==> src/rtl/core_seq_pkg.sv <==
// Shared definitions for the d16 core sequencer: state encodings and PC step.
// Latency: n/a (types and constants only).
// Backpressure: n/a.
package core_seq_pkg;

   typedef enum logic [2:0] {
      SEQ_FETCH  = 3'd0,
      SEQ_DECODE = 3'd1,
      SEQ_IMM    = 3'd2,
      SEQ_ALU    = 3'd3,
      SEQ_MEM    = 3'd4,
      SEQ_WB     = 3'd5,
      SEQ_FAULT  = 3'd6
   } seq_state_t;

   // Instructions and immediates are one 16-bit word, i.e. two bytes.
   localparam int unsigned PC_INC = 2;

   // States that own a memory transfer.
   function automatic logic is_bus_state(input seq_state_t s);
      return (s == SEQ_FETCH) || (s == SEQ_IMM) || (s == SEQ_MEM);
   endfunction

endpackage

==> src/rtl/core_seq_bus.sv <==
// Memory request engine: holds mem_req with a latched command until mem_ack, flags a timeout.
// Latency: request issued the cycle after start; done/err are combinational in the final req cycle.
// Backpressure: mem_ack gates completion; MEM_TIMEOUT unacked req cycles abort the transfer.
// Ports: start + cmd_* (command, sampled only when idle), mem_* (memory side),
//        done (ack accepted this cycle), err (timeout reached this cycle).
module core_seq_bus #(
   parameter int ADDR_W      = 16,
   parameter int MEM_TIMEOUT = 15
) (
   input  logic              clk,
   input  logic              rst_n,
   input  logic              start,
   input  logic [ADDR_W-2:0] cmd_addr,
   input  logic              cmd_we,
   input  logic              cmd_byte,
   input  logic              cmd_byte_sel,
   input  logic              mem_ack,
   output logic              mem_req,
   output logic              mem_we,
   output logic              mem_byte,
   output logic              mem_byte_sel,
   output logic [ADDR_W-2:0] mem_addr,
   output logic              done,
   output logic              err
);

   localparam int CNT_W = $clog2(MEM_TIMEOUT + 1);

   logic [CNT_W-1:0] wait_cnt;

   assign done = mem_req && mem_ack;
   // wait_cnt counts completed unacked cycles, so the current one is number wait_cnt+1.
   assign err  = mem_req && !mem_ack && (wait_cnt == CNT_W'(MEM_TIMEOUT - 1));

   always_ff @(posedge clk) begin
      if (!rst_n) begin
         mem_req      <= 1'b0;
         mem_we       <= 1'b0;
         mem_byte     <= 1'b0;
         mem_byte_sel <= 1'b0;
         mem_addr     <= '0;
         wait_cnt     <= '0;
      end else if (mem_req) begin
         if (done || err) begin
            mem_req  <= 1'b0;
            wait_cnt <= '0;
         end else begin
            wait_cnt <= wait_cnt + 1'b1;
         end
      end else if (start) begin
         // Command is latched so address/strobes cannot move while req is up.
         mem_req      <= 1'b1;
         mem_addr     <= cmd_addr;
         mem_we       <= cmd_we;
         mem_byte     <= cmd_byte;
         mem_byte_sel <= cmd_byte_sel;
         wait_cnt     <= '0;
      end
   end

endmodule

==> src/rtl/core_seq.sv <==
// Multi-cycle sequencer for the d16 core: FSM, PC, IR, immediate, load data and memory handshake.
// Latency: FETCH/IMM/MEM take 1 idle cycle + req cycles until ack; DECODE, ALU, WB one cycle each.
// Backpressure: stalls in bus states until mem_ack; MEM_TIMEOUT unacked cycles -> sticky FAULT.
// Ports: clk/rst_n (sync, active-low); mem_* memory req/ack bus; ir/imm/load_data/pc registers;
//        en_decode/en_alu/en_reg_wr stage pulses; dec_* and alu_* from decoder/ALU; bus_err sticky.
// Option: define CORE_SEQ_IRQ_EN to add irq/dec_reti/irq_ack with ie/epc interrupt entry/return.
module core_seq
   import core_seq_pkg::*;
#(
   parameter int          DATA_W      = 16,
   parameter int          ADDR_W      = 16,
   parameter int unsigned RESET_PC    = 0,
   parameter int          MEM_TIMEOUT = 15
`ifdef CORE_SEQ_IRQ_EN
   ,
   parameter int unsigned IRQ_VECTOR  = 16'h0004
`endif
) (
   input  logic              clk,
   input  logic              rst_n,
   output logic              mem_req,
   output logic              mem_we,
   output logic              mem_byte,
   output logic              mem_byte_sel,
   output logic [ADDR_W-2:0] mem_addr,
   input  logic [DATA_W-1:0] mem_rdata,
   input  logic              mem_ack,
   output logic [DATA_W-1:0] ir,
   output logic [DATA_W-1:0] imm,
   output logic              en_decode,
   output logic              en_alu,
   output logic              en_reg_wr,
   input  logic              dec_en_mem,
   input  logic              dec_is_store,
   input  logic              dec_mem_byte,
   input  logic [ADDR_W-1:0] alu_result,
   input  logic              alu_branch,
   output logic [DATA_W-1:0] load_data,
   output logic [ADDR_W-1:0] pc,
   output logic              bus_err
`ifdef CORE_SEQ_IRQ_EN
   ,
   input  logic              irq,
   input  logic              dec_reti,
   output logic              irq_ack
`endif
);

   seq_state_t        state;
   seq_state_t        state_nxt;

   logic              acc_vld;
   logic [ADDR_W-2:0] acc_addr;
   logic              acc_we;
   logic              acc_byte;
   logic              acc_sel;
   logic              bus_done;
   logic              bus_to;

   logic [ADDR_W-1:0] pc_inc;
   logic [ADDR_W-1:0] pc_wb;

`ifdef CORE_SEQ_IRQ_EN
   logic              ie;
   logic [ADDR_W-1:0] epc;
`endif

   assign acc_vld = is_bus_state(state);
   assign pc_inc  = pc + ADDR_W'(PC_INC);
   // Branch targets are word aligned; the ALU's bit 0 is dropped.
   assign pc_wb   = alu_branch ? {alu_result[ADDR_W-1:1], 1'b0} : pc;

   core_seq_bus #(
      .ADDR_W      (ADDR_W),
      .MEM_TIMEOUT (MEM_TIMEOUT)
   ) u_bus (
      .clk          (clk),
      .rst_n        (rst_n),
      .start        (acc_vld),
      .cmd_addr     (acc_addr),
      .cmd_we       (acc_we),
      .cmd_byte     (acc_byte),
      .cmd_byte_sel (acc_sel),
      .mem_ack      (mem_ack),
      .mem_req      (mem_req),
      .mem_we       (mem_we),
      .mem_byte     (mem_byte),
      .mem_byte_sel (mem_byte_sel),
      .mem_addr     (mem_addr),
      .done         (bus_done),
      .err          (bus_to)
   );

   always_ff @(posedge clk) begin
      if (!rst_n) begin
         state <= SEQ_FETCH;
      end else begin
         state <= state_nxt;
      end
   end

   always_comb begin
      state_nxt = state;
      en_decode = 1'b0;
      en_alu    = 1'b0;
      en_reg_wr = 1'b0;
      acc_addr  = pc[ADDR_W-1:1];
      acc_we    = 1'b0;
      acc_byte  = 1'b0;
      acc_sel   = pc[0];
      case (state)
         SEQ_FETCH: begin
            if (bus_done) state_nxt = SEQ_DECODE;
         end
         SEQ_DECODE: begin
            en_decode = 1'b1;
            state_nxt = ir[15] ? SEQ_IMM : SEQ_ALU;
         end
         SEQ_IMM: begin
            if (bus_done) state_nxt = SEQ_ALU;
         end
         SEQ_ALU: begin
            en_alu    = 1'b1;
            state_nxt = dec_en_mem ? SEQ_MEM : SEQ_WB;
         end
         SEQ_MEM: begin
            acc_addr = alu_result[ADDR_W-1:1];
            acc_sel  = alu_result[0];
            acc_we   = dec_is_store;
            acc_byte = dec_mem_byte;
            if (bus_done) state_nxt = SEQ_WB;
         end
         SEQ_WB: begin
            en_reg_wr = 1'b1;
            state_nxt = SEQ_FETCH;
         end
         default: begin
            state_nxt = SEQ_FAULT;
         end
      endcase
      if (bus_to) state_nxt = SEQ_FAULT;
   end

`ifdef CORE_SEQ_IRQ_EN
   // Return-from-interrupt wins over a pending irq in the same WB.
   assign irq_ack = (state == SEQ_WB) && irq && ie && !dec_reti;
`endif

   always_ff @(posedge clk) begin
      if (!rst_n) begin
         pc        <= ADDR_W'(RESET_PC);
         ir        <= '0;
         imm       <= '0;
         load_data <= '0;
         bus_err   <= 1'b0;
`ifdef CORE_SEQ_IRQ_EN
         ie        <= 1'b1;
         epc       <= '0;
`endif
      end else begin
         if (bus_to) bus_err <= 1'b1;
         case (state)
            SEQ_FETCH: begin
               if (bus_done) begin
                  ir <= mem_rdata;
                  pc <= pc_inc;
               end
            end
            SEQ_IMM: begin
               if (bus_done) begin
                  imm <= mem_rdata;
                  pc  <= pc_inc;
               end
            end
            SEQ_MEM: begin
               // mem_we is the latched strobe, so a store never disturbs load_data.
               if (bus_done && !mem_we) load_data <= mem_rdata;
            end
            SEQ_WB: begin
`ifdef CORE_SEQ_IRQ_EN
               if (dec_reti) begin
                  pc <= epc;
                  ie <= 1'b1;
               end else if (irq && ie) begin
                  epc <= pc_wb;
                  pc  <= ADDR_W'(IRQ_VECTOR);
                  ie  <= 1'b0;
               end else begin
                  pc <= pc_wb;
               end
`else
               pc <= pc_wb;
`endif
            end
            default: ;
         endcase
      end
   end

endmodule
==> config.mk <==
export PLATFORM = sky130hd
export DESIGN_NAME = core_seq
export DESIGN_NICKNAME = d
export VERILOG_FILES = /design/src/rtl/core_seq_pkg.sv /design/src/rtl/core_seq_bus.sv /design/src/rtl/core_seq.sv
export SDC_FILE = /design/constraint.sdc
export NUM_CORES = 1
export LEC_CHECK = 0
export CAP_MARGIN = 40
export CORE_UTILIZATION = 50
export CTS_CLUSTER_DIAMETER = 200
export DETAILED_ROUTE_END_ITERATION = 12
export PLACE_DENSITY_LB_ADDON = 0.08
export SETUP_SLACK_MARGIN = 0.5
export SYNTH_ARGS = -nofsm -noshare
export SYNTH_HDL_FRONTEND = slang
export SYNTH_SLANG_ARGS = --single-unit
==> constraint.sdc <==
create_clock -name clk -period 5.4 [get_ports clk]
set_input_delay 0.54 -clock clk [delete_from_list [all_inputs] [get_ports clk]]
set_output_delay 0.54 -clock clk [all_outputs]
set_load 0.02 [all_outputs]
Yosys cells after proc, flatten, opt, wreduce, memory -nomap -nowiden
Index checks and enable logic that the tools add are counted.
{"block": "word_totals", "register_bits": 91, "out_inout_bits": 87, "wordCells": 75}
{"block": "op_classes", "n_addsub": 2, "n_eq_ne": 14, "n_mux": 23, "bitwise_logic": 2, "reduce_logical": 21}
{"operator": "16-bit two-way mux", "n": 2}
{"operator": "16-bit one-hot mux with 2 select lines", "n": 1}
{"operator": "3-bit one-hot mux with 6 select lines", "n": 1}
{"operator": "16-bit by 2-bit adder with 16-bit output (second input constant)", "n": 1}
{"operator": "15-bit two-way mux", "n": 1}
{"operator": "3-bit two-way mux", "n": 4}
{"operator": "4-bit two-way mux", "n": 3}
{"operator": "1-bit two-way mux", "n": 11}
{"operator": "3-bit by 2-bit != test with 1-bit output (second input constant)", "n": 3}
{"operator": "3-bit AND reduction", "n": 3}
{"operator": "2-bit != test (second input constant)", "n": 4}
{"operator": "2-bit AND reduction", "n": 4}
{"operator": "3-bit by 2-bit equality test with 1-bit output (second input constant)", "n": 2}
{"operator": "3-bit equality test (second input constant)", "n": 2}
{"operator": "4-bit by 1-bit adder with 4-bit output (second input constant)", "n": 1}
{"operator": "4-bit equality test (second input constant)", "n": 1}
{"operator": "1-bit logical AND", "n": 4}
{"operator": "2-bit nonzero test", "n": 2}
{"operator": "2-bit OR reduction", "n": 2}
{"operator": "3-bit by 1-bit equality test with 1-bit output (second input constant)", "n": 1}
{"operator": "3-bit logical NOT", "n": 1}
{"operator": "1-bit logical OR", "n": 3}
{"operator": "1-bit logical NOT", "n": 2}
{"operator": "2-bit by 1-bit != test with 1-bit output (second input constant)", "n": 1}
{"operator": "1-bit NOT", "n": 2}

Longest topological paths before layout
Gate-level depths: netlist of the first run.
{"block": "depth", "word_depth": 6, "mapped_depth": 8, "depth_no_buf": 6}

Hierarchy
A second synthesis of the first run with hierarchy kept.
{"block": "unflattened", "cells_unflattened": 507, "hier_area_um2": 4046.4}
{"module": "core_seq", "instances": 1, "cells_per_inst": 396, "area_per_inst_um2": 3155.5, "seq_area_each_um2": 1341.3}
{"module": "core_seq_bus", "instances": 1, "cells_per_inst": 111, "area_per_inst_um2": 890.9, "seq_area_each_um2": 460.4}

Worst setup path before layout of the first run
Ideal clock, no wire load.
{"block": "synth_timing", "path_type": "register -> register", "startpoint": "reg pc[1]", "endpoint": "reg pc[15]", "arrival_time_ns": 1.981, "required_ns": 5.326, "path_slack_ns": 3.345, "stages_incl_launch_ff": 6, "cell_sequence": "dfxtp_1 > ha_1 > nand4_2 > or4_1 > or4_1 > a31oi_1"}
{"block": "synth_between", "elab_chain_len": 3}
{"element": "start: declaration", "line_no": "core_seq.sv:39", "text": "output logic [ADDR_W-1:0] pc,"}
{"element": "start signal: assignment", "line_no": "core_seq.sv:151", "text": "pc <= ADDR_W'(RESET_PC);"}
{"element": "start signal: assignment", "line_no": "core_seq.sv:166", "text": "pc <= pc_inc;"}
{"element": "start signal: assignment", "line_no": "core_seq.sv:172", "text": "pc <= pc_inc;"}
{"element": "16-bit by 2-bit adder with 16-bit output", "line_no": "core_seq.sv:69", "text": "assign pc_inc = pc + ADDR_W'(PC_INC);"}
{"element": "16-bit two-way mux", "line_no": "core_seq.sv:164, core_seq.sv:170"}
{"element": "16-bit one-hot mux with 2 select lines", "line_no": "core_seq.sv:162", "text": "case (state)"}
Every way passes these cells. The select of a mux whose other input is x is not followed.
A chain may end at the register's enable or synchronous reset.

Worst setup path in the final report of the first run
{"block": "layout_timing", "startpoint": "reg state[1]", "endpoint": "out en_reg_wr"}
{"block": "layout_between", "elab_chain_len": 2}
{"element": "start: declaration", "line_no": "core_seq.sv:49", "text": "seq_state_t state;"}
{"element": "start signal: assignment", "line_no": "core_seq.sv:98", "text": "state <= state_nxt;"}
{"element": "3-bit equality test", "line_no": "core_seq.sv:111", "text": "case (state)"}
{"element": "1-bit two-way mux", "line_no": "core_seq.sv:111"}
{"element": "end: declaration", "line_no": "core_seq.sv:32", "text": "output logic en_reg_wr,"}
Every way passes these cells.

==> run_results.csv, run 1 <==
group,metric,value,unit
outcome,run_status,"complete, no violations",
cts,cts.repair_timing.setup_buffer_count,0,
placed_design,hpwl_after_detailed_placement,7.20,mm
global_routing,grt_pass1_wl,16.9,mm
power_and_ir_drop,power_leakage,0.00179,µW
critical_path,worst-path-max-fanout,14,
cts,cts_tree,"done",
die,io-pin-count,126,
timing,final.period_utilization,49.8,%
detailed_routing,met2_length,4.65,mm
synthesis,total_of_flip_flops_plus_latches_after_synthesis,90,
cells_and_area,multiInputGateArea,0.00189,mm²
synthesis,netlist_instances,479,
timing,finalWorstPathRequiredPeriod,2.69,ns
job,cap_violations,0,
timing,final_hold_viol_count,0,
critical_path,criticalPathCategory,"flop to output port",
die,initial_core_utilization,52.6,%
die,num_rows,31,
global_routing,gr-usage-all-layers,25.6,%
critical_path,slowest_delay,0.62,ns
detailed_routing,m1WireLength,4.66,mm
synthesis,mappedNetlistNets,521,
detailed_routing,detail_route.wl_per_cell,15.0,µm
cells_and_area,final.fill_count,586,
synthesis,yosysWarningCount,0,
min_path,min_path_type,"flop to flop",
cts,clk_latency,0.36,ns
synthesis,synthFlopType,"sky130_fd_sc_hd__dfxtp_1",
cells_and_area,n_antenna_cell,0,
cts,htree_num_levels,3,
timing,fin_tns_setup,0,ns
synthesis,synth-edff-count,0,
global_routing,grt_pass1_vias,3432,
timing,finalSetupViolations,0,
detailed_routing,ant_nets,0,
timing,final.setup_skew,0.00958,ns
global_routing,maximum_number_of_pins_on_one_net_before_global_route_repair,57,
power_and_ir_drop,power_per_unit_of_standard_cell_area,271,mW/mm²
cts,cts-root-to-sink-buffers,2,
cells_and_area,drive_above_1_share,5.59,%
cts,root_buffer,"sky130_fd_sc_hd__clkbuf_8",
placed_design,finalWeightedCongestion,0.897,
cts,path_clk_slew,0.08,ns
timing,final-max-slew-violation-count,0,
die,floorplan.die.width,90.1,µm
synthesis,ys_seq_area_share,46.5,%
cells_and_area,final_cell_area,0.00536,mm²
cts,ctsHoldBuffers,0,
cells_and_area,design.final.nets,628,
cells_and_area,layout.area.seq,0.00180,mm²
detailed_routing,dr_total_vias,3827,
timing,grt_setup_unrepaired,"no",
timing,slew-limit-headroom,51.0,%
synthesis,async_reset_ff_share,0,%
power_and_ir_drop,vdd_ir_drop_max,0.000157,V
synthesis,synthesis.area,0.00388,mm²
critical_path,worst-r2r-setup-slack,2.81,ns
critical_path,crit_path_top_delay_cell,"sky130_fd_sc_hd__clkdlybuf4s50_1",
synthesis,synth.lib_cells_used.distinct,51,
critical_path,critical_path.endpoint_type,"output port",
cts,total_clock_buffers_created_by_cts,9,
detailed_routing,wirelength,10.3,mm
global_routing,globalRouteOverflowTotal,0,
detailed_routing,drt_iter0_markers,202,
detailed_routing,drt_drc_violations_left,0,
cts,cts_resized,0,
global_routing,initial_antenna_violation_count,0,
detailed_routing,route.top_layer_used,"met4",
cells_and_area,areaGrowthSynthToFinish,38.3,%
critical_path,cp_cell_sequence,"nand3b_1 -> inv_1 -> clkdlybuf4s50_1",
synthesis,syn-mean-instance-area,8.10,µm²
placed_design,buffer_ports.inserted,124,
critical_path,critPathArrivalTime,2.15,ns
die,die_h,90.1,µm
die,die-area,0.00811,mm²
detailed_routing,wl_met3,825,µm
placed_design,dpl-instance-area,0.00514,mm²
die,core_area,0.00737,mm²
cts,clock-sinks,90,
timing,slew_at_the_pin_with_the_worst_max_slew_slack,0.732,ns
critical_path,start_kind,"flop",
detailed_routing,viasPerCell,5.55,
critical_path,worst-endpoint-required,4.86,ns
detailed_routing,drt_pass1_iterations,5,
timing,max_clock_freq,372,MHz
[cell families after synthesis]
group,share of synthesized area (%)
flops,46.5
buf+inv,4.94
xor+xnor,0.226
mux,4.16
simple gates,23.5
compound gates,19.6
fa+ha+maj,0.968
other cells,0.0967
[path summary, 6_finish.rpt]
path                              from                        end  cells past startpoint
max              state[1]$_SDFFE_PN0P_                  en_reg_wr                      3
min          load_data[4]$_SDFFE_PN0P_  load_data[4]$_SDFFE_PN0P_                      2
max reg2reg      state[1]$_SDFFE_PN0P_        pc[12]$_SDFFE_PN0P_                      6
min reg2reg  load_data[4]$_SDFFE_PN0P_  load_data[4]$_SDFFE_PN0P_                      2
[synthesized netlist by cell type (3+ instances only)]
library cell               instances  share of area [%]
sky130_fd_sc_hd__nand2_1         119                 12
sky130_fd_sc_hd__dfxtp_1          90                 46
sky130_fd_sc_hd__a21oi_1          71                9.2
sky130_fd_sc_hd__nor2_1           25                2.4
sky130_fd_sc_hd__a211oi_1         18                3.5
sky130_fd_sc_hd__clkbuf_1         17                1.6
sky130_fd_sc_hd__mux2i_1          15                3.9
sky130_fd_sc_hd__nand3_1          14                1.8
sky130_fd_sc_hd__o21ai_0          12                1.5
sky130_fd_sc_hd__buf_2            11                1.4
sky130_fd_sc_hd__inv_1             8               0.77
sky130_fd_sc_hd__nor3_1            5               0.65
sky130_fd_sc_hd__and2_1            4               0.65
sky130_fd_sc_hd__and4_1            4               0.90
sky130_fd_sc_hd__buf_4             4               0.77
sky130_fd_sc_hd__nor4_1            4               0.65
sky130_fd_sc_hd__o211ai_1          4               0.77
sky130_fd_sc_hd__o22ai_1           4               0.65
sky130_fd_sc_hd__or4_1             4               0.77
sky130_fd_sc_hd__a31oi_1           3               0.48
sky130_fd_sc_hd__ha_1              3               0.97
sky130_fd_sc_hd__nand2b_1          3               0.48
sky130_fd_sc_hd__o31a_1            3               0.68
[metal layers]
metal  vias up  track usage, %
met3        15            3.47
li1       1879               -
met1      1761            35.6
met2       172            40.3
met4         0            10.1
met5         -               0
[flip-flops by register name (all words and copies together), names as in the netlist]
register	cells
bus_err	1
imm	16
ir	16
load_data	16
pc	15
state	3
u_bus.mem_addr	15
u_bus.mem_byte	1
u_bus.mem_byte_sel	1
u_bus.mem_req	1
u_bus.mem_we	1
u_bus.wait_cnt	4
[final cells by class]
type | instances | area share, %
clock buffer | 10 | 2.57
inverter | 9 | 0.630
multi-input combinational | 347 | 35.3
clock inverter | 5 | 1.63
timing repair buffer | 129 | 24.0
sequential | 90 | 33.6
tap | 99 | 2.31
[per-stage QoR]
step	worst slack, ns	hold WS, ns	utilization (%)	cells	power, µW
finish	2.71	0.455	72.8	689	1450
floorplan	3.35	0.459	-	479	842
global placement	2.82	0.432	69.4	672	944
detailed placement	2.82	0.445	69.7	674	951
global route	2.60	0.473	72.8	689	1510
CTS	2.72	0.458	72.8	689	1460
[power breakdown]
part | internal, µW | switching, µW | total [µW]
clock network | 275 | 241 | 516
logic | 101 | 123 | 224
registers | 691 | 22.1 | 713
[cell usage in the layout, fill, tap and decap left out, types with 2 or more instances in the layout]
master	count
sky130_fd_sc_hd__a21oi_1	71
sky130_fd_sc_hd__o21ai_0	12
sky130_fd_sc_hd__and2_1	4
sky130_fd_sc_hd__or4_1	4
sky130_fd_sc_hd__a31oi_1	3
sky130_fd_sc_hd__ha_1	3
sky130_fd_sc_hd__buf_4	4
sky130_fd_sc_hd__a21o_1	2
sky130_fd_sc_hd__nor4_1	4
sky130_fd_sc_hd__inv_1	8
sky130_fd_sc_hd__o211ai_1	4
sky130_fd_sc_hd__clkbuf_8	10
sky130_fd_sc_hd__o211a_1	2
sky130_fd_sc_hd__nand2_1	119
sky130_fd_sc_hd__mux2i_1	15
sky130_fd_sc_hd__or3_1	2
sky130_fd_sc_hd__o22ai_1	4
sky130_fd_sc_hd__a211oi_1	18
sky130_fd_sc_hd__nand4_2	2
sky130_fd_sc_hd__and4_1	4
sky130_fd_sc_hd__bufinv_16	2
sky130_fd_sc_hd__nor2_1	25
sky130_fd_sc_hd__o31a_1	3
sky130_fd_sc_hd__nor3_1	5
sky130_fd_sc_hd__nor3b_2	2
sky130_fd_sc_hd__clkdlybuf4s50_1	124
sky130_fd_sc_hd__nand3_1	14
sky130_fd_sc_hd__nand2b_1	3
sky130_fd_sc_hd__dfxtp_1	90
[critical path: cells and delay by family (launching register included)]
family,cells,cell delay (ns)
simple gates,1,0.55
flops,1,0.41
buf+inv,2,0.83
Note: power is estimated with default switching activity, not from simulation.
==> run 2: changes to the inputs <==
--- a/config.mk
+++ b/config.mk
@@ -6,7 +6,7 @@
 export NUM_CORES = 1
 export LEC_CHECK = 0
 export CAP_MARGIN = 40
-export CORE_UTILIZATION = 50
+export CORE_UTILIZATION = 46
 export CTS_CLUSTER_DIAMETER = 200
 export DETAILED_ROUTE_END_ITERATION = 12
 export PLACE_DENSITY_LB_ADDON = 0.08
==> constraint.sdc (replaced) <==
create_clock -name clk -period 2.5 [get_ports clk]
set_input_delay 0.25 -clock clk [delete_from_list [all_inputs] [get_ports clk]]
set_output_delay 0.25 -clock clk [all_outputs]
set_load 0.02 [all_outputs]
==> run 2 against run 1 <==
Against the previous run:
- routed wire length is 3.9% higher
- clock skew is 0.0026 ns higher
- global-route usage is 0.52 points lower
- register-to-register slack worse by 2.3 ns
- power is 110% higher
- critical path type is now flop to flop
- critical endpoint is now pc[15]$_SDFFE_PN0P_
==> run_results.csv, run 2 (synthesis gave the netlist of run 1 again) <==
group,metric,value,unit
outcome,run_status,"complete, no violations",
cells_and_area,largestRegisters,"imm x16, ir x16, load_data x16",
detailed_routing,detail_route.wl_per_cell,15.1,µm
global_routing,initial_antenna_violation_count,0,
global_routing,maximum_number_of_pins_on_one_net_before_global_route_repair,33,
global_routing,gr-usage-met3,4.61,%
timing,fin_tns_setup,0,ns
detailed_routing,wirelength,10.7,mm
power_and_ir_drop,vdd_ir_drop_max,0.000240,V
timing,max_clock_freq,507,MHz
die,floorplan.die.width,93.8,µm
critical_path,critical-path-top-delay-family,"simple AND/OR/NAND/NOR gates",
cells_and_area,n_antenna_cell,0,
placed_design,dp.cells,692,
die,die-area,0.00880,mm²
timing,finalWorstPathRequiredPeriod,1.97,ns
timing,final-max-slew-violation-count,0,
cts,htree_num_levels,3,
timing,final_hold_viol_count,0,
critical_path,crit_path_top_delay_cell,"sky130_fd_sc_hd__or4_4",
critical_path,critPathArrivalTime,2.27,ns
power_and_ir_drop,total_power,3050,µW
detailed_routing,dr_total_vias,3809,
cells_and_area,final_common_cell,"sky130_fd_sc_hd__clkdlybuf4s50_1",
global_routing,global_route.usage.met1,33.7,%
critical_path,crit-reg2reg-launch,"pc[1]$_SDFFE_PN0P_",
critical_path,critical_path.reg2reg.endpoint,"pc[15]$_SDFFE_PN0P_",
critical_path,critical_path.endpoint_type,"flop",
cts,path_clk_slew,0.09,ns
critical_path,worst-r2r-setup-slack,0.53,ns
critical_path,cp_cell_sequence,"ha_2 -> nand4_4 -> or4_4 -> or4_1 -> a31oi_1",
global_routing,grt.met2_usage,40.0,%
detailed_routing,viasPerCell,5.38,
critical_path,worst-endpoint-required,2.79,ns
min_path,min_path_type,"flop to flop",
die,core_area,0.00818,mm²
timing,final.setup_skew,0.0121,ns
power_and_ir_drop,power_leakage,0.00189,µW
global_routing,gr-usage-all-layers,25.1,%
detailed_routing,drt_pass1_iterations,4,
detailed_routing,ant_nets,0,
critical_path,cp-endpoint,"pc[15]$_SDFFE_PN0P_",
cts,clock-sinks,90,
critical_path,worstRegToRegCells,5,
cells_and_area,areaGrowthSynthToFinish,41.2,%
die,num_rows,33,
power_and_ir_drop,power_per_unit_of_standard_cell_area,558,mW/mm²
cts,total_clock_buffers_created_by_cts,9,
cells_and_area,design.final.nets,640,
cts,cts-root-to-sink-buffers,2,
cts,cts_tree,"done",
global_routing,globalRouteOverflowTotal,0,
placed_design,buffer_ports.inserted,124,
critical_path,worst-path-max-fanout,8,
cells_and_area,layout.cells.most_common_list,"sky130_fd_sc_hd__clkdlybuf4s50_1 (121), sky130_fd_sc_hd__nand2_1 (119), sky130_fd_sc_hd__dfxtp_1 (86)",
die,initial_core_utilization,47.4,%
detailed_routing,drt_drc_violations_left,0,
cells_and_area,final_non_filler_cell_total,708,
critical_path,cp_num_buf_inv,0,
cts,root_buffer,"sky130_fd_sc_hd__clkbuf_8",
critical_path,slowest_delay,0.52,ns
placed_design,hpwl_after_detailed_placement,7.67,mm
detailed_routing,drt_iter0_markers,193,
critical_path,path_depth,5,
critical_path,launch_point_of_the_critical_path,"pc[1]$_SDFFE_PN0P_",
die,die_h,93.8,µm
die,io-pin-count,126,
global_routing,grt-busiest-layer,"met2",
timing,final.period_utilization,78.9,%
critical_path,criticalPathCategory,"flop to flop",
global_routing,grt_pass1_vias,3570,
cts,cts.repair_timing.setup_buffer_count,0,
global_routing,grt_pass1_wl,17.3,mm
cells_and_area,drive_above_1_share,8.79,%
critical_path,start_kind,"flop",
job,cap_violations,0,
placed_design,finalWeightedCongestion,0.958,
timing,grt_setup_unrepaired,"yes",
timing,finalSetupViolations,0,
cts,clk_latency,0.36,ns
==> run 2: changes by cell type in the layout (fill, tap and decap cells not counted), sizes merged <==
cell           delta
buf              +12
clkdlybuf4s50     -3
clkinv            +2
dlymetal6s2s      +2
bufinv            -1
dlygate4sd2       +1
==> run 2: how the worst min path moves through the flow <==
stage | start | end | slack (ns) | depth (start not counted)
floorplan | mem_rdata[10] | load_data[10]$_SDFFE_PN0P_ | 0.39 | 2
global placement | bus_err$_SDFFE_PN0P_ | bus_err$_SDFFE_PN0P_ | 0.43 | 2
detailed placement | bus_err$_SDFFE_PN0P_ | bus_err$_SDFFE_PN0P_ | 0.44 | 2
CTS | alu_result[0] | u_bus.mem_byte_sel$_SDFFE_PN0P_ | 0.44 | 3
global route | alu_result[0] | u_bus.mem_byte_sel$_SDFFE_PN0P_ | 0.47 | 3
finish | load_data[3]$_SDFFE_PN0P_ | load_data[3]$_SDFFE_PN0P_ | 0.45 | 2
==> run 2: cell type report <==
type                    instances  area [µm²]
flip-flops and latches         90        1810
multi-input cells             347        1910
clock buffers                  10         128
inverters                       9        33.8
repair buffers                141        1390
clock inverters                 6        76.3
well taps                     105         131
fillers                       713        2700
==> run 2: routing by layer <==
layer  vias up  wire [µm]
met2       137       4920
met4         0        231
met5         -          0
met1      1743       4950
li1       1907          -
met3        22        619
==> run 2: what timing repair did <==
action | CTS | global route
endpoints found under the setup margin | 4 | 6
hold buffers | 0 | 0
gates resized for setup | 8 | 4
hold endpoints to repair | 0 | 0
==> run 2: metrics by stage <==
step / worst slack [ns] / util [%] / hold WS, ns / cell area, µm²
global placement: 0.380 / 64.1 / 0.434 / 5240
detailed placement: 0.321 / 64.1 / 0.444 / 5240
floorplan: 0.572 / - / 0.386 / 3880
CTS: 0.509 / 66.8 / 0.440 / 5460
finish: 0.527 / 67.0 / 0.454 / 5480
global route: 0.444 / 67.0 / 0.470 / 5480
==> run 2: worst min-delay path, cell delays in order (launching register included) <==
cell	delay, ns
sky130_fd_sc_hd__dfxtp_1	0.31
sky130_fd_sc_hd__nand2_1	0.05
sky130_fd_sc_hd__a21oi_1	0.05
==> run 2: power breakdown <==
part / total (µW) / switching, µW / internal (µW) / leakage [µW]
clock: 1010 / 540 / 475 / 0.0000996
combinational: 496 / 268 / 228 / 0.00105
sequential: 1540 / 49.1 / 1490 / 0.000732
==> RTL change, RTL diff (settings of run 2) <==
Encoding of `seq_state_t`: now one-hot (7 bits for 7 states).
--- a/src/rtl/core_seq_pkg.sv
+++ b/src/rtl/core_seq_pkg.sv
@@ -5,10 +5,10 @@
 
-   typedef enum logic [2:0] {
-      SEQ_FETCH  = 3'd0,
-      SEQ_DECODE = 3'd1,
-      SEQ_IMM    = 3'd2,
-      SEQ_ALU    = 3'd3,
-      SEQ_MEM    = 3'd4,
-      SEQ_WB     = 3'd5,
-      SEQ_FAULT  = 3'd6
+   typedef enum logic [6:0] {
+      SEQ_FETCH  = 7'b0000001,
+      SEQ_DECODE = 7'b0000010,
+      SEQ_IMM    = 7'b0000100,
+      SEQ_ALU    = 7'b0001000,
+      SEQ_MEM    = 7'b0010000,
+      SEQ_WB     = 7'b0100000,
+      SEQ_FAULT  = 7'b1000000
    } seq_state_t;
Behaviour: same outputs for any inputs over 4 cycles, from zero or initial values and one cycle with rst_n low; so few cycles prove little.
==> RTL change against run 2 <==
Maximum frequency decreased by 3.4%; non-clock buffer count increased by 11; sequential cell count increased by 4; setup slack got worse by 0.070 ns; synthesized area increased by 7.1%; clock power increased by 14%; wire length increased by 15%; highest routed layer unchanged; critical path type unchanged; power increased by 7.3%; final area increased by 9.1%; critical endpoint is now pc[8].
==> RTL change: results (changes against run 2) <==
| Metric | Value |
|---|---|
| Post-synth net total | `551 (+5.8%)` |
| Buffers on Ports | `124 (unchanged)` |
| CTS Sinks | `94 (+4.4%)` |
| Synth Area in Compound Gates | `0.207 (+0.0109)` |
| Post-Place Cells | `713 (+3.0%)` |
| Post-synthesis mux area share | `0.0386 (-0.00305)` |
| ANT cells | `0 (unchanged)` |
| DP Area | `5380 sq um (+2.5%)` |
| Top cells by area, synth | `dfxtp_1, nand2_1, a21oi_1` |
| Via Count | `4184 (+9.8%)` |
| Sequential area share after synthesis | `0.453 (-0.0114)` |
| Setup TNS | `0 ns (unchanged)` |
| DR pass1 iterations | `5 (+1)` |
| Adder-cell share of the synthesized area | `0.00904 (-0.000639)` |
| Biggest regs | `imm x16, ir x16, load_data x16` |
| Skew-Pair Late Insertion Delay | `0.36 ns (about the same)` |
| Crit-path slowest cell | `or4_4` |
| Min-delay worst type | `reg -> reg` |
| Leak pwr | `1.95 nW (+3.5%)` |
| VDD IR max | `0.318 mV (+32%)` |
| Final Skew | `0.00648 ns (-0.00565 ns)` |
| Root Driver | `clkbuf_8` |
| Number of global-route vias before repair | `3922 (+9.9%)` |
| CTS clk-pin slew, worst paths | `0.10 ns` |
| Ys async rst share | `0 (unchanged)` |
| Clock tree buffer depth | `2 (unchanged)` |
| Post-CTS Hold Fix Bufs | `0 (unchanged)` |
| Post-route insts no fill | `745 (+5.2%)` |
| Status | `complete, no violations` |
| H-tree levels | `3 (unchanged)` |
| GP Congestion | `0.849 (-11%)` |
| Commonest cells post-synth | `nand2_1, dfxtp_1, a21oi_1` |
| Worst path max stage delay | `0.59 ns (+0.07 ns)` |
| Routed length per instance | `16.6 microns (+9.6%)` |
| Slew @ Worst Pin | `0.727 ns` |
| Num CTS Buffers | `9 (unchanged)` |
| Largest net degree at the start of global routing | `67 (+100%)` |
| First-pass GRT wire length | `19.6 mm (+13%)` |
| Number of synthesized flops with an enable pin | `0 (unchanged)` |
| Crit-path leading delay family | `simple AND/OR/NAND/NOR gates` |
| Post-synthesis cell count | `509 (+6.3%)` |
| Internal | `2.37 mW (+7.7%)` |
| Initial antenna violation count | `0 (unchanged)` |
| Xor and xnor area share after synthesis | `0.00422 (+0.00196)` |
| Pre-CTS setup slack | `0.347 ns (+0.0265 ns)` |
| Ys flop type | `dfxtp_1` |
| Worst Path Max Fanout | `6 (-2)` |
| DP Wirelength | `7.90 mm (+3.0%)` |
| 1st-iter DRT viols | `230 (+19%)` |
| Tot GR Track Use | `0.254 (+0.00242)` |
| Layout Nets | `674 (+5.3%)` |
| Warnings from Yosys | `0 (unchanged)` |
| Post-synth cell types | `51 (unchanged)` |
| Layout cells sized above 1 | `0.127 (+0.0393)` |
## RTL change: power by group through the flow
stage	combinational, mW	sequential [mW]	clock [mW]
after floorplan	0.247	1.62	0
after global placement	0.461	1.60	0
after detailed placement	0.469	1.60	0
after CTS	0.500	1.57	1.17
after global routing	0.589	1.58	1.23
final	0.550	1.57	1.15
## RTL change: kinds of logic after synthesis
family	Yosys count
multiplexers	16
other	1
buffers and inverters	45
adder cells (fa/ha/maj)	3
AO/OA/AOI/OAI	144
XOR/XNOR	2
AND/OR/NAND/NOR	204
flip-flops	94
## RTL change: cell type report
class                      count  area [sq um]
inverter                       5          21.3
clock buffer                  10           138
tap                          108           135
multi-input combinational    370          2110
timing repair buffer         152          1590
clock inverter                 6          92.6
fill                         711          2750
sequential                    94          1890
## RTL change: worst min-delay path, stage by stage, from the launching register on
cell and delay [ns]:
dfxtp_1 0.32, nand2_1 0.05, a21oi_1 0.05
## RTL change: final timing paths
| path | cells past startpoint | start | slack (ns) | end |
|---|---|---|---|---|
| max reg2reg | 8 | state[3] | 0.46 | pc[8] |
| min | 2 | load_data[7] | 0.46 | load_data[7] |
| max | 8 | state[3] | 0.46 | pc[8] |
| min reg2reg | 2 | load_data[7] | 0.46 | load_data[7] |
## RTL change: per-layer routing
metal,routed length [microns],track usage,up-vias
met3,687,0.0527,17
met4,195,0.0861,0
met1,5650,0.333,1995
met2,5840,0.414,145
met5,0,0,-
li1,-,-,2027
## RTL change: what timing repair did
action                     CTS  global route
gates cloned                 1             4
pin swaps                    4             4
setup endpoints to repair   76            64
setup buffers                7             4
resized for setup           17            43
